**src/rtl/muldiv_unit.sv**
```systemverilog
// Iterative multiply/divide unit owning HI/LO: shift-add multiply and restoring divide,
// one bit per clock, with start/busy/done handshake, cancel, and MTHI/MTLO writes.
module muldiv_unit #(
  parameter int unsigned WIDTH = 32
) (
  input  logic             clock,
  input  logic             reset,
  input  logic             start,
  input  logic [2:0]       op,
  input  logic [WIDTH-1:0] a,
  input  logic [WIDTH-1:0] b,
  input  logic             cancel,
  output logic [WIDTH-1:0] hi,
  output logic [WIDTH-1:0] lo,
  output logic             busy,
  output logic             done,
  output logic             dbz
);
  localparam int unsigned CntW = $clog2(WIDTH);
  localparam logic [2:0] OpMult = 3'd0;
  localparam logic [2:0] OpDiv  = 3'd2;
  localparam logic [2:0] OpMthi = 3'd4;
  localparam logic [2:0] OpMtlo = 3'd5;

  typedef enum logic [1:0] {StIdle, StCalc, StFinish} state_e;

  state_e             state_q, state_d;
  logic [CntW-1:0]    cnt_q, cnt_d;
  logic [2*WIDTH-1:0] acc_q, acc_d;
  logic [WIDTH-1:0]   m_q, m_d;
  logic               is_div_q, is_div_d;
  logic               neg_q, neg_d;
  logic               neg_rem_q, neg_rem_d;
  logic [WIDTH-1:0]   hi_q, hi_d, lo_q, lo_d;
  logic               done_q, done_d, dbz_q, dbz_d;

  logic               signed_op, sign_a, sign_b;
  logic [WIDTH-1:0]   mag_a, mag_b;
  logic [WIDTH:0]     mul_sum, div_shift, div_diff;
  logic [2*WIDTH-1:0] prod_fix;
  logic [WIDTH-1:0]   quo_fix, rem_fix;

  always_comb begin
    signed_op = (op == OpMult) || (op == OpDiv);
    sign_a    = signed_op & a[WIDTH-1];
    sign_b    = signed_op & b[WIDTH-1];
    mag_a     = sign_a ? -a : a;
    mag_b     = sign_b ? -b : b;

    // acc holds {partial product, multiplier} or {remainder, dividend/quotient}
    mul_sum   = {1'b0, acc_q[2*WIDTH-1:WIDTH]} + {1'b0, (acc_q[0] ? m_q : {WIDTH{1'b0}})};
    div_shift = {acc_q[2*WIDTH-1:WIDTH], acc_q[WIDTH-1]};
    div_diff  = div_shift - {1'b0, m_q};

    prod_fix  = neg_q ? -acc_q : acc_q;
    quo_fix   = neg_q ? -acc_q[WIDTH-1:0] : acc_q[WIDTH-1:0];
    rem_fix   = neg_rem_q ? -acc_q[2*WIDTH-1:WIDTH] : acc_q[2*WIDTH-1:WIDTH];
  end

  always_comb begin
    state_d   = state_q;
    cnt_d     = cnt_q;
    acc_d     = acc_q;
    m_d       = m_q;
    is_div_d  = is_div_q;
    neg_d     = neg_q;
    neg_rem_d = neg_rem_q;
    hi_d      = hi_q;
    lo_d      = lo_q;
    done_d    = 1'b0;
    dbz_d     = 1'b0;

    unique case (state_q)
      StIdle: begin
        if (start) begin
          if (!op[2]) begin
            state_d   = StCalc;
            cnt_d     = CntW'(WIDTH - 1);
            is_div_d  = op[1];
            neg_d     = sign_a ^ sign_b;
            neg_rem_d = sign_a;
            acc_d     = {{WIDTH{1'b0}}, (op[1] ? mag_a : mag_b)};
            m_d       = op[1] ? mag_b : mag_a;
          end else if (op == OpMthi) begin
            hi_d = a;
          end else if (op == OpMtlo) begin
            lo_d = a;
          end
        end
      end
      StCalc: begin
        if (cancel) begin
          state_d = StIdle;
        end else begin
          if (is_div_q) begin
            // Restoring step: keep the difference only when it did not borrow
            acc_d = div_diff[WIDTH] ? {div_shift[WIDTH-1:0], acc_q[WIDTH-2:0], 1'b0}
                                    : {div_diff[WIDTH-1:0], acc_q[WIDTH-2:0], 1'b1};
          end else begin
            acc_d = {mul_sum, acc_q[WIDTH-1:1]};
          end
          if (cnt_q == '0) begin
            state_d = StFinish;
          end else begin
            cnt_d = cnt_q - CntW'(1);
          end
        end
      end
      StFinish: begin
        state_d = StIdle;
        if (!cancel) begin
          done_d = 1'b1;
          if (!is_div_q) begin
            {hi_d, lo_d} = prod_fix;
          end else if (m_q == '0) begin
            hi_d  = '0;
            lo_d  = '0;
            dbz_d = 1'b1;
          end else begin
            hi_d = rem_fix;
            lo_d = quo_fix;
          end
        end
      end
      default: state_d = StIdle;
    endcase
  end

  always_ff @(posedge clock or posedge reset) begin
    if (reset) begin
      state_q   <= StIdle;
      cnt_q     <= '0;
      acc_q     <= '0;
      m_q       <= '0;
      is_div_q  <= 1'b0;
      neg_q     <= 1'b0;
      neg_rem_q <= 1'b0;
      hi_q      <= '0;
      lo_q      <= '0;
      done_q    <= 1'b0;
      dbz_q     <= 1'b0;
    end else begin
      state_q   <= state_d;
      cnt_q     <= cnt_d;
      acc_q     <= acc_d;
      m_q       <= m_d;
      is_div_q  <= is_div_d;
      neg_q     <= neg_d;
      neg_rem_q <= neg_rem_d;
      hi_q      <= hi_d;
      lo_q      <= lo_d;
      done_q    <= done_d;
      dbz_q     <= dbz_d;
    end
  end

  assign hi   = hi_q;
  assign lo   = lo_q;
  assign busy = (state_q != StIdle);
  assign done = done_q;
  assign dbz  = dbz_q;

endmodule
```
**config.mk**
```make
export PLATFORM = sky130hd
export DESIGN_NAME = muldiv_unit
export DESIGN_NICKNAME = d
export VERILOG_FILES = /design/src/rtl/muldiv_unit.sv
export SDC_FILE = /design/constraint.sdc
export NUM_CORES = 1
export LEC_CHECK = 0
export CAP_MARGIN = 20
export CORE_ASPECT_RATIO = 0.6
export CORE_MARGIN = 4
export CORE_UTILIZATION = 35
export DETAILED_ROUTE_END_ITERATION = 6
export PLACE_DENSITY = 0.55
export SYNTH_ARGS = -nofsm -noshare
export SYNTH_HDL_FRONTEND = slang
export SYNTH_SLANG_ARGS = --single-unit
```
**constraint.sdc**
```tcl
create_clock -name clock -period 7.8 [get_ports clock]
set_input_delay 1.95 -clock clock [delete_from_list [all_inputs] [get_ports clock]]
set_output_delay 1.95 -clock clock [all_outputs]
set_load 0.03 [all_outputs]
```
# Word-level counts from Yosys, hierarchy flattened
# Index checks and enable logic that the tools add are counted.
dict set report totals {
  register_bits 172
  input_bits 71
  output_inout_bits 67
  elab_cells 97
}
dict set report op_classes {
  n_addsub 8
  n_eq_ne 15
  muxes 45
  bitwise 4
  reduce_logical 14
}
# op n
set op_table {}
lappend op_table {{2-to-1 mux 32 bit} 20}
lappend op_table {{2-to-1 mux 64 bit} 6}
lappend op_table {{negation 32 bit} 4}
lappend op_table {{case mux 32 bit (2 select lines)} 2}
lappend op_table {{case mux 64 bit (2 select lines)} 1}
lappend op_table {{negation 64 bit} 1}
lappend op_table {{adder 32 x 32 -> 33 bit} 1}
lappend op_table {{subtractor 33 x 32 -> 33 bit} 1}
lappend op_table {{zero test 32 bit} 1}
lappend op_table {{2-to-1 mux 5 bit} 4}
lappend op_table {{!= test 2 bit (second input constant)} 9}
lappend op_table {{case mux 5 bit (2 select lines)} 1}
lappend op_table {{AND reduction 5 bit} 2}
lappend op_table {{2-to-1 mux 2 bit} 4}
lappend op_table {{equality test 3 bit (second input constant)} 2}
lappend op_table {{2-to-1 mux 1 bit} 6}
lappend op_table {{AND reduction 3 bit} 2}
lappend op_table {{AND reduction 6 bit} 1}
lappend op_table {{nonzero test 2 bit} 3}
lappend op_table {{zero test 5 bit} 1}
lappend op_table {{subtractor 5 x 1 -> 5 bit (second input constant)} 1}
lappend op_table {{case mux 2 bit (2 select lines)} 1}
lappend op_table {{AND reduction 4 bit} 1}
lappend op_table {{equality test 3 x 2 -> 1 bit (second input constant)} 1}
lappend op_table {{9 further kinds} 10}

# Longest topological paths before layout
dict set report logic_depth {
  ltp_word 8
  depth_mapped 15
  depth_no_buf 14
}

# Worst setup path after synthesis
# No wires, ideal clock.
dict set report synth_timing {
  path_type {input to register}
  from {input port b[9]}
  to {register acc_q[30]}
  setup_time_ns 0.065
  t_arrival_ns 4.257
  t_required_ns 7.735
  setup_slack_ns 3.478
  path_stages 9
  n_path_buf 0
  path_cell_list {or4_1 -> or3_1 -> or3_1 -> nor3_1 -> a21oi_1 -> xor2_1 -> nor2_1 -> a211oi_1 -> o22a_1}
}
dict set report synth_between {
  elab_chain_len 6
}
# item line
set synth_rtl {}
lappend synth_rtl {{start, declared} 11} ;# input logic [WIDTH-1:0] b,
lappend synth_rtl {{negation 32 bit} 48} ;# mag_b = sign_b ? -b : b;
lappend synth_rtl {{2-to-1 mux 32 bit} 48}
lappend synth_rtl {{2-to-1 mux 32 bit} 82} ;# acc_d = {{WIDTH{1'b0}}, (op[1] ? mag_a : mag_b)};
lappend synth_rtl {{2-to-1 mux 64 bit} 76} ;# if (!op[2]) begin
lappend synth_rtl {{2-to-1 mux 64 bit} 75} ;# if (start) begin
lappend synth_rtl {{case mux 64 bit (2 select lines)} 73} ;# unique case (state_q)
lappend synth_rtl {{end signal, assigned} 133} ;# acc_q <= '0;
lappend synth_rtl {{end signal, assigned} 145} ;# acc_q <= acc_d;
lappend synth_rtl {{end, declared} 29} ;# logic [2*WIDTH-1:0] acc_q, acc_d;
# No other way between the ends. The select of a mux whose other input is x is not followed.
# A chain may end at the register's enable or synchronous reset.

# Worst setup path in the final report
dict set report layout_timing {
  from {register acc_q[31]}
  to {register acc_q[61]}
}
dict set report layout_between {
  elab_chain_len 5
}
# item line
set layout_rtl {}
lappend layout_rtl {{subtractor 33 x 32 -> 33 bit} 53} ;# div_diff = div_shift - {1'b0, m_q};
lappend layout_rtl {{2-to-1 mux 64 bit} 97} ;# acc_d = div_diff[WIDTH] ? {div_shift[WIDTH-1:0], acc_q[WIDTH-2:0], 1'b0}
lappend layout_rtl {{2-to-1 mux 64 bit} 95} ;# if (is_div_q) begin
lappend layout_rtl {{2-to-1 mux 64 bit} 92} ;# if (cancel) begin
lappend layout_rtl {{case mux 64 bit (2 select lines)} 73}
# No other way between the ends. The select of a mux whose other input is x is not followed.

==> results_dict.tcl <==
set metrics [dict create \
    fin_worst_skew_ns 0.0127 \
    htreeDepth 4 \
    ys_seq_elements 172 \
    die_w_um 279 \
    synthArstFlopShare_pct 100 \
    initial_core_util_pct 35.5 \
    critical_path_class "reg2reg" \
    rsz0062_at_grt "false" \
    clockRootBuffer "clkbuf_16" \
    cts.repair.resized 0 \
    routed_wl_mm 66.3 \
    ys_warn_count 0 \
    netlist_instances 2016 \
    crit_buf_inv 3 \
    via_per_inst 6.08 \
    met2_wirelength_mm 24.1 \
    clkLatencyLatePin_ns 0.47 \
    avgSynthCellArea_um2 7.65 \
    cts_hold_buffers 0 \
    start_kind "flip-flop" \
    status "complete, no violations" \
    worstPathArrival_ns 5.66 \
    dp_cells 2630 \
    drc 0 \
    max_stage_delay_ns 0.83 \
    clk_pin_slew_ns 0.08 \
    place.gp.congestion 0.951 \
    grt_pass1_wl_mm 96.9 \
    powerDensity_nw_per_um2 369 \
    post-route-period-util_pct 67.9 \
    rows 59 \
    synth_edf_count 0 \
    ys_types 78 \
    p_leak_nw 7.23 \
    final_core_util_pct 41.2 \
    grt_max_degree 98 \
    fin_ws_ns 2.50 \
    fin_cells 2664 \
    met3_length_mm 9.22 \
    netlist_area_um2 15400 \
    area_growth_syn_to_layout_pct 16.0 \
    critPathMaxFanout 34 \
    worstSetupEndpointType "flip-flop" \
    relSlewSlack_pct 26.5 \
    maxSlewViolCount 0 \
    cap_violations 0 \
    finalInstanceArea_um2 17900 \
    syn_nets 2159 \
    dpl_cell_area_um2 17300 \
    drtIter0Drc 2109 \
    cts_tree "built" \
    io_buffers 137 \
    post_cts_buffers 0 \
    antenna_found_initial 1 \
    grt_pass1_vias 14700 \
    fmax_ghz 0.189 \
    io_pins 138 \
    clk_path_buf_depth 2 \
    required_ns 8.16 \
    grt.total_usage_pct 27.1 \
    nNetsFinal 2215 \
    tns_ns 0 \
    critPathSlowestCell "a2111oi_0" \
    worst_pin_slew_ns 1.10 \
    min_period_ns 5.30 \
    met1_length_mm 32.0 \
    cts.sinks 172 \
    ys_seq_area_share_pct 27.9 \
    wl_per_cell_um 24.9 \
    setup_viol 0 \
    hp-class "reg2reg" \
    dp_slack_ns 2.24 \
    final_hold_viol_count 0 \
    hpwl_mm 50.7 \
    crit_path_cell_trace "inv_1 -> ha_1 -> fa_1 -> nand2b_1 -> a21oi_1 -> o211a_1 -> o211ai_1 -> o211ai_1 -> xor2_4 -> buf_4 -> inv_2 -> a2111oi_0 -> a21oi_1 -> o221ai_1" \
    ant_nets 0 \
    top_layer_used "met5" \
    die-height_um 171 \
    core_area_um2 43500 \
    drt_first_pass_iters 6 \
    post_route_cells_drive_above_1_share_pct 5.66 \
    path_delay_family "compound AO/OA/AOI/OAI gates" \
    grt.overflow.total 0 \
    synth_flop_cell "dfrtp_1" \
    dieArea_um2 47600 \
    peakVddDrop_mv 0.220 \
    vias 16200 \
    cts_buffers 17 \
]
metrics by stage:
step	hold WS (ns)	power (mW)
after floorplan	0.462	4.23
after global placement	0.482	5.51
after detailed placement	0.475	5.53
after CTS	0.510	6.48
after global routing	0.538	7.00
final	0.507	6.60
path summary, 6_finish.rpt:
kind	from	cells after the start	slack, ns	end
min reg2reg	hi[30]	2	0.51	hi[30]
max in group asynchronous	reset	3	4.50	hi[28]
min	hi[30]	2	0.51	hi[30]
max reg2reg	acc_q[31]	14	2.50	acc_q[61]
max	acc_q[31]	14	2.50	acc_q[61]
min in group asynchronous	reset	2	2.06	cnt_q[4]
metal layers:
layer | vias up | GRT usage [%]
met2 | 921 | 33.8
met4 | 4 | 4.67
met3 | 69 | 11.5
li1 | 7380 | -
met1 | 7834 | 42.3
met5 | - | 3.16
cells in the mapped netlist (4+ instances only):
library cell,number,share of area [%]
xnor2_1,99,5.6
o22ai_1,16,0.65
nor4_1,15,0.61
ha_1,70,5.7
o41ai_1,10,0.57
o31a_1,5,0.28
o41ai_2,6,0.63
a221oi_1,5,0.28
o22a_1,5,0.28
a22oi_1,46,2.2
a211oi_1,16,0.78
or4_1,8,0.39
inv_1,67,1.6
and2_1,10,0.41
buf_6,4,0.29
and3_1,9,0.36
nor3b_1,7,0.34
a31oi_1,25,1.0
nor3_2,7,0.45
nand2b_1,25,1.0
o31ai_1,25,1.2
o21ai_0,162,5.3
dfrtp_1,172,28
o21bai_1,8,0.39
nand3_1,24,0.78
o211ai_1,12,0.58
clkbuf_1,113,2.7
mux2_2,9,0.66
a21oi_1,240,7.8
nand2_1,177,4.3
nor3_1,41,1.3
o21a_1,13,0.63
a211o_1,7,0.40
nor2b_1,13,0.53
buf_2,9,0.29
or2_2,7,0.28
a21o_1,25,1.2
nor2_1,236,5.7
nand4_1,18,0.73
o221ai_1,15,0.85
o21ai_1,38,1.2
or3_1,16,0.65
mux2i_1,62,4.0
xor2_1,60,3.4
logic make-up after synthesis:
group	Yosys count	share of synthesized area, %
compound gates	707	28.0
xor+xnor	159	9.02
fa+ha+maj	72	5.93
buf+inv	201	5.18
flops	172	27.9
mux	71	4.68
simple gates	634	19.3
where the power goes:
group          switching [mW]  internal [mW]  total [mW]
clock network           0.441          0.481       0.922
registers               0.598           1.16        1.76
logic                    2.43           1.49        3.92
area by class of cell:
cell class | count | area (um2)
Fill cell | 4427 | 25600
Tap cell | 579 | 724
Sequential cell | 172 | 4310
Inverter | 71 | 272
Clock inverter | 13 | 158
Antenna cell | 1 | 2.50
Clock buffer | 18 | 429
Multi-Input combinational cell | 1643 | 10400
Timing Repair Buffer | 167 | 1620
cell usage in the layout, fill, tap and decap left out, drive strengths merged, types with 60 or more instances in the layout:
cell type	instances
xor2	60
ha	70
xnor2	99
dfrtp	172
o21ai	200
mux2i	62
nand2	178
a21oi	240
clkdlybuf4s50	136
inv	75
nor2	236
worst register-to-register path, stage by stage, from the launching register on:
cell	delay [ns]
dfrtp_1	0.60
inv_1	0.13
ha_1	0.25
fa_1	0.38
nand2b_1	0.24
a21oi_1	0.32
o211a_1	0.33
o211ai_1	0.24
o211ai_1	0.52
xor2_4	0.16
buf_4	0.46
inv_2	0.34
a2111oi_0	0.84
a21oi_1	0.15
o221ai_1	0.23
sequential cells by signal, summed over array words and instances (netlist names), 2 cells and up:
name / flops
cnt_q: 5
lo: 32
state_q: 2
m_q: 32
hi: 32
acc_q: 64
(Power assumes the default switching activity.)
